===== config.mk =====
export PLATFORM = sky130hd
export DESIGN_NAME = irq_controller
export DESIGN_NICKNAME = d
export VERILOG_FILES = /design/src/rtl/irq_controller_pkg.sv /design/src/rtl/irq_sync.sv /design/src/rtl/irq_controller.sv
export SDC_FILE = /design/constraint.sdc
export NUM_CORES = 1
export LEC_CHECK = 0
export CORE_AREA = 2 2 79 96
export DETAILED_ROUTE_END_ITERATION = 8
export DIE_AREA = 0 0 81 98
export PLACE_DENSITY = 0.71
export SLEW_MARGIN = 10
export SYNTH_ARGS = -nofsm -noshare
export SYNTH_HDL_FRONTEND = slang
export SYNTH_SLANG_ARGS = --single-unit

===== constraint.sdc =====
create_clock -name ph1 -period 3.25 [get_ports ph1]
set_clock_uncertainty 0.2 [all_clocks]
set_input_delay 0.65 -clock ph1 [delete_from_list [all_inputs] [get_ports ph1]]
set_output_delay 0.65 -clock ph1 [all_outputs]
set_load 0.05 [all_outputs]

===== src/rtl/irq_controller_pkg.sv =====
// Shared register offsets, register-select type and address decode for irq_controller.
package irq_controller_pkg;

  localparam int unsigned IRQ_PENDING_OFS = 0;
  localparam int unsigned IRQ_MASK_OFS    = 4;
  localparam int unsigned IRQ_EDGE_OFS    = 8;

  typedef enum logic [1:0] {
    RegPending,
    RegMask,
    RegEdge,
    RegNone
  } irq_reg_e;

  // Word addresses only; byte lanes inside a register are not distinguished.
  function automatic irq_reg_e irq_decode(input logic [29:0] adr_word,
                                          input logic [29:0] base_word);
    logic [29:0] ofs;
    ofs = adr_word - base_word;
    if (ofs == 30'(IRQ_PENDING_OFS / 4)) return RegPending;
    if (ofs == 30'(IRQ_MASK_OFS / 4)) return RegMask;
    if (ofs == 30'(IRQ_EDGE_OFS / 4)) return RegEdge;
    return RegNone;
  endfunction

endpackage


===== src/rtl/irq_sync.sv =====
// Single-line synchroniser: SYNC_STAGES flops, asynchronous active-low reset.
module irq_sync #(
  parameter int unsigned SYNC_STAGES = 2
) (
  input  logic ph1,
  input  logic reset,
  input  logic d,
  output logic q
);

  logic [SYNC_STAGES-1:0] sync_q;

  always_ff @(posedge ph1 or negedge reset) begin
    if (!reset) begin
      sync_q <= '0;
    end else begin
      sync_q <= {sync_q[SYNC_STAGES-2:0], d};
    end
  end

  assign q = sync_q[SYNC_STAGES-1];

endmodule


===== src/rtl/irq_controller.sv =====
// Memory-mapped interrupt controller: synchronise, detect edge/level, latch pending, mask,
// and drive registered requests into the core.
module irq_controller
  import irq_controller_pkg::*;
#(
  parameter int unsigned NIRQ        = 8,
  parameter logic [31:0] BASE_ADDR   = 32'hFFFF_FF00,
  parameter int unsigned SYNC_STAGES = 2
) (
  input  logic            ph1,
  input  logic            reset,
  input  logic [NIRQ-1:0] irq_in,
  input  logic            memwrite,
  input  logic [31:0]     dataadr,
  input  logic [31:0]     writedata,
  output logic [31:0]     readdata,
  output logic [NIRQ-1:0] interrupts,
  output logic            irq_any
);

  logic [NIRQ-1:0] s;
  logic [NIRQ-1:0] prev_q;
  logic [NIRQ-1:0] pending_q, pending_d;
  logic [NIRQ-1:0] mask_q;
  logic [NIRQ-1:0] edge_q;
  logic [NIRQ-1:0] w1c;
  logic [NIRQ-1:0] rise;
  irq_reg_e        sel;
  logic            unused_bits;

  for (genvar i = 0; i < NIRQ; i++) begin : g_sync
    irq_sync #(
      .SYNC_STAGES(SYNC_STAGES)
    ) u_sync (
      .ph1  (ph1),
      .reset(reset),
      .d    (irq_in[i]),
      .q    (s[i])
    );
  end

  assign sel         = irq_decode(dataadr[31:2], BASE_ADDR[31:2]);
  assign unused_bits = ^{dataadr[1:0], writedata};

  // A new edge beats a same-cycle W1C; level lines simply mirror the synced input.
  always_comb begin
    w1c       = (memwrite && sel == RegPending) ? writedata[NIRQ-1:0] : '0;
    rise      = s & ~prev_q;
    pending_d = (edge_q & (rise | (pending_q & ~w1c))) | (~edge_q & s);
  end

  always_ff @(posedge ph1 or negedge reset) begin
    if (!reset) begin
      prev_q     <= '0;
      pending_q  <= '0;
      mask_q     <= '0;
      edge_q     <= '0;
      interrupts <= '0;
      irq_any    <= 1'b0;
    end else begin
      prev_q     <= s;
      pending_q  <= pending_d;
      if (memwrite && sel == RegMask) mask_q <= writedata[NIRQ-1:0];
      if (memwrite && sel == RegEdge) edge_q <= writedata[NIRQ-1:0];
      interrupts <= pending_q & mask_q;
      irq_any    <= |(pending_q & mask_q);
    end
  end

  always_comb begin
    readdata = '0;
    case (sel)
      RegPending: readdata[NIRQ-1:0] = pending_q;
      RegMask:    readdata[NIRQ-1:0] = mask_q;
      RegEdge:    readdata[NIRQ-1:0] = edge_q;
      default:    readdata = '0;
    endcase
  end

endmodule

==> results <==
layout by cell type (no fill, tap or decap), drive strengths merged, types with 3 or more instances in the layout:
cell type       n
a21oi          10
nand4          16
nor2           21
mux2           16
dlymetal6s2s    5
conb           24
clkbuf         14
mux2i          10
nand2          14
or4             3
nor4            4
buf            52
and2            9
clkdlybuf4s50  36
or3             3
dfrtp          57
a32o            8
inv             3
clkinvlp        3
worst max-delay path, delay by kind of cell:
family,cells,cell delay (ps)
compound gates,1,180
buf+inv,3,400
simple gates,5,1330
area by class of cell:
cell class / instances / area, um^2 / area share
clock buffers: 10 / 138 / 0.0361
clock inverters: 6 / 66.3 / 0.0174
inverters: 2 / 7.51 / 0.00197
multi-input cells: 153 / 1100 / 0.289
flip-flops and latches: 57 / 1430 / 0.374
well taps: 90 / 113 / 0.0295
repair buffers: 100 / 965 / 0.253
cell families (layout without fill, tap and decap cells):
logic type | after synthesis | count (layout)
other | 1 | 24
buffers and inverters | 31 | 118
flip-flops | 57 | 57
XOR/XNOR | 3 | 3
multiplexers | 26 | 26
AND/OR/NAND/NOR | 77 | 77
AO/OA/AOI/OAI | 23 | 23
per-stage QoR:
stage	util	setup slack (ps)
2_1_floorplan	-	-71.0
3_3_place_gp	0.501	-503
3_5_place_dp	0.501	-514
4_1_cts	0.532	-227
5_1_grt	0.540	-193
6_report	0.540	-152
routing by layer:
layer / vias up / wire (um) / share of wire / track usage
li1: 942 / - / - / -
met4: 0 / 190 / 0.033 / 0.0939
met3: 15 / 412 / 0.072 / 0.0407
met1: 954 / 2140 / 0.37 / 0.171
met5: - / 0 / 0 / 0
met2: 97 / 2980 / 0.52 / 0.260
final timing paths:
check / start / endpoint / slack, ps
max: dataadr[11] / readdata[2] / -150
max reg2reg: pending_q[2] / irq_any / 1330
min reg2reg: g_sync[7].u_sync.sync_q[0] / g_sync[7].u_sync.sync_q[1] / 150
min: g_sync[7].u_sync.sync_q[0] / g_sync[7].u_sync.sync_q[1] / 150
min in group asynchronous: reset / pending_q[6] / 250
max in group asynchronous: reset / pending_q[1] / 2140
registers in the layout, summed over array words and instances (netlist names):
register and count:
irq_any 1, pending_q 8, edge_q 8, interrupts 8
mask_q 8, prev_q 8, g_sync.u_sync.sync_q 16
timing repair:
action	CTS	global route
gates resized for setup	41	21
setup buffers	3	4
pin swaps	12	10
endpoints found under the setup margin	8	8
where the power goes:
group	switching (mW)	internal, mW	total [mW]
combinational	0.121	0.0793	0.200
clock	0.284	0.375	0.659
sequential	0.00951	0.730	0.739
==> key figures <==
Status
  – Status: finished with violations
  – Failing checks: setup timing

Power
  – Pwr Density: 419 nW/um^2
  – Worst VDD drop: about 0.18 mV
  – Tot Pwr: 1.60 mW
  – Leakage: 1.75 nW

STA
  – Setup TNS: -968 ps
  – Final hold slack: 150 ps
  – Worst-margin pin slew: 696 ps
  – Period utilization: 1.05
  – RSZ-0062 raised after global routing: yes
  – Post-route worst setup slack: -152 ps
  – Final setup viols: 8
  – Min cycle time layout: 3400 ps
  – Hold Vio Cnt, Final: 0
  – Max frequency: slightly below 300 MHz
  – Slew Viols, Final: 0
  – Max_slew headroom: 0.536

Synth
  – Number of distinct library cells after synthesis: 33
  – Xor/xnor cell area share of the yosys netlist: 0.0103
  – Largest family of logic cells by synthesized area: simple AND/OR/NAND/NOR gates
  – Seq/Total Area, Yosys: 0.562
  – Synth Area in Compound Gates: 0.0660
  – Synth top area cells: dfrtp_1 56%, buf_4 7.1%, mux2_2 7.1%
  – Async S/R FF share, synth: 1.00
  – Mapped cell area: 2540 um^2
  – Most used DFF post-synth: dfrtp_1
  – Syn avg cell area: 11.7 um^2
  – Post-synth EDFFs: 0
  – Most numerous cell in the Yosys netlist: dfrtp_1
  – Synth cell count leaders: 57 x dfrtp_1, 24 x buf_4, 21 x nor2_1, 16 x mux2_2, 15 x nand4_1
  – Syn Inst Count: 218
  – Mux share of post-synthesis cell area: 0.110
  – Yosys warnings: 0
  – Cell taking the most area after synthesis: dfrtp_1
  – Post-synthesis adder-cell area fraction: 0
  – Synth top area share: 0.562
  – Synth Register Bits: 57
  – Post-Synth Simple-Gate Area: 0.165

Clock tree
  – CTS Root Buffer Type: clkbuf_8
  – H-tree levels: 3
  – Clock slew at reported path FFs: 60 ps
  – Clock buffer depth: 2
  – Hold buffers post-CTS: 0
  – Worst-Skew Late Latency: 330 ps
  – CTS Buf Count: 9
  – TritonCTS clock tree: done
  – Sink Count: 57

Layout
  – Final non-filler cell total: approximately 420
  – Antenna fix cells: 0
  – Design Area, Final: 3820 um^2
  – Layout cell share with drive strength beyond 1: 0.332
  – Fillers: roughly 660
  – Area Growth Syn to Fin: 50.2%
  – Final #Nets: 398

Die
  – Die width: 81 um
  – Core footprint: 7060 um^2
  – Die Span Y: 98 um
  – Rows: 34
  – Initial Util: 0.360
  – IO Count: 116
  – DIE AREA: 7940 um^2

Global routing
  – Number of global-route vias before repair: roughly 2,000
  – First-pass GRT wire length: 9160 um
  – GR Overflow Total: 0
  – Initial antenna violation count: 0
  – Largest net degree at the start of global routing: 58
  – GRT Resource Usage Total: 0.155

Placement
  – Port bufs: 65
  – Placer Congestion: 0.808
  – DP Cell Count: 395
  – Hpwl dp: 4200 um
  – Dpl cell area: 3540 um^2

Routing
  – Drt first-iter violations: 135
  – Vias: 2,008
  – Via density: around 4.8
  – DRC viols: 0
  – WL final: 5730 um
  – Final ANT Viol Nets: 0
  – 1st-pass router iterations: 4
  – DR WL/cell: 13.7 um

Critical path
  – Critical path's slowest cell: or4_4
  – Setup CP Type: input port to output pin
  – Crit-path max FO: 8
  – Worst EP required: approximately 2400 ps
  – Critical Path End Type: output pin
  – Cells along the critical path: clkbuf_2, nand4_1, or4_4, or3_4, a211oi_2, buf_4, nand2_8, nor2_4, buf_12
  – CP arrival: about 2600 ps
  – Slowest stage delay, CP: 560 ps
  – R2r worst-path depth: 3
  – CP Launch Type: input port

Min path
  – Hold path depth: 0
  – Worst hold path type: flip-flop to flip-flop

Run
  – # Max-Cap Violations: 0
Note: power is estimated with default switching activity, not from simulation.
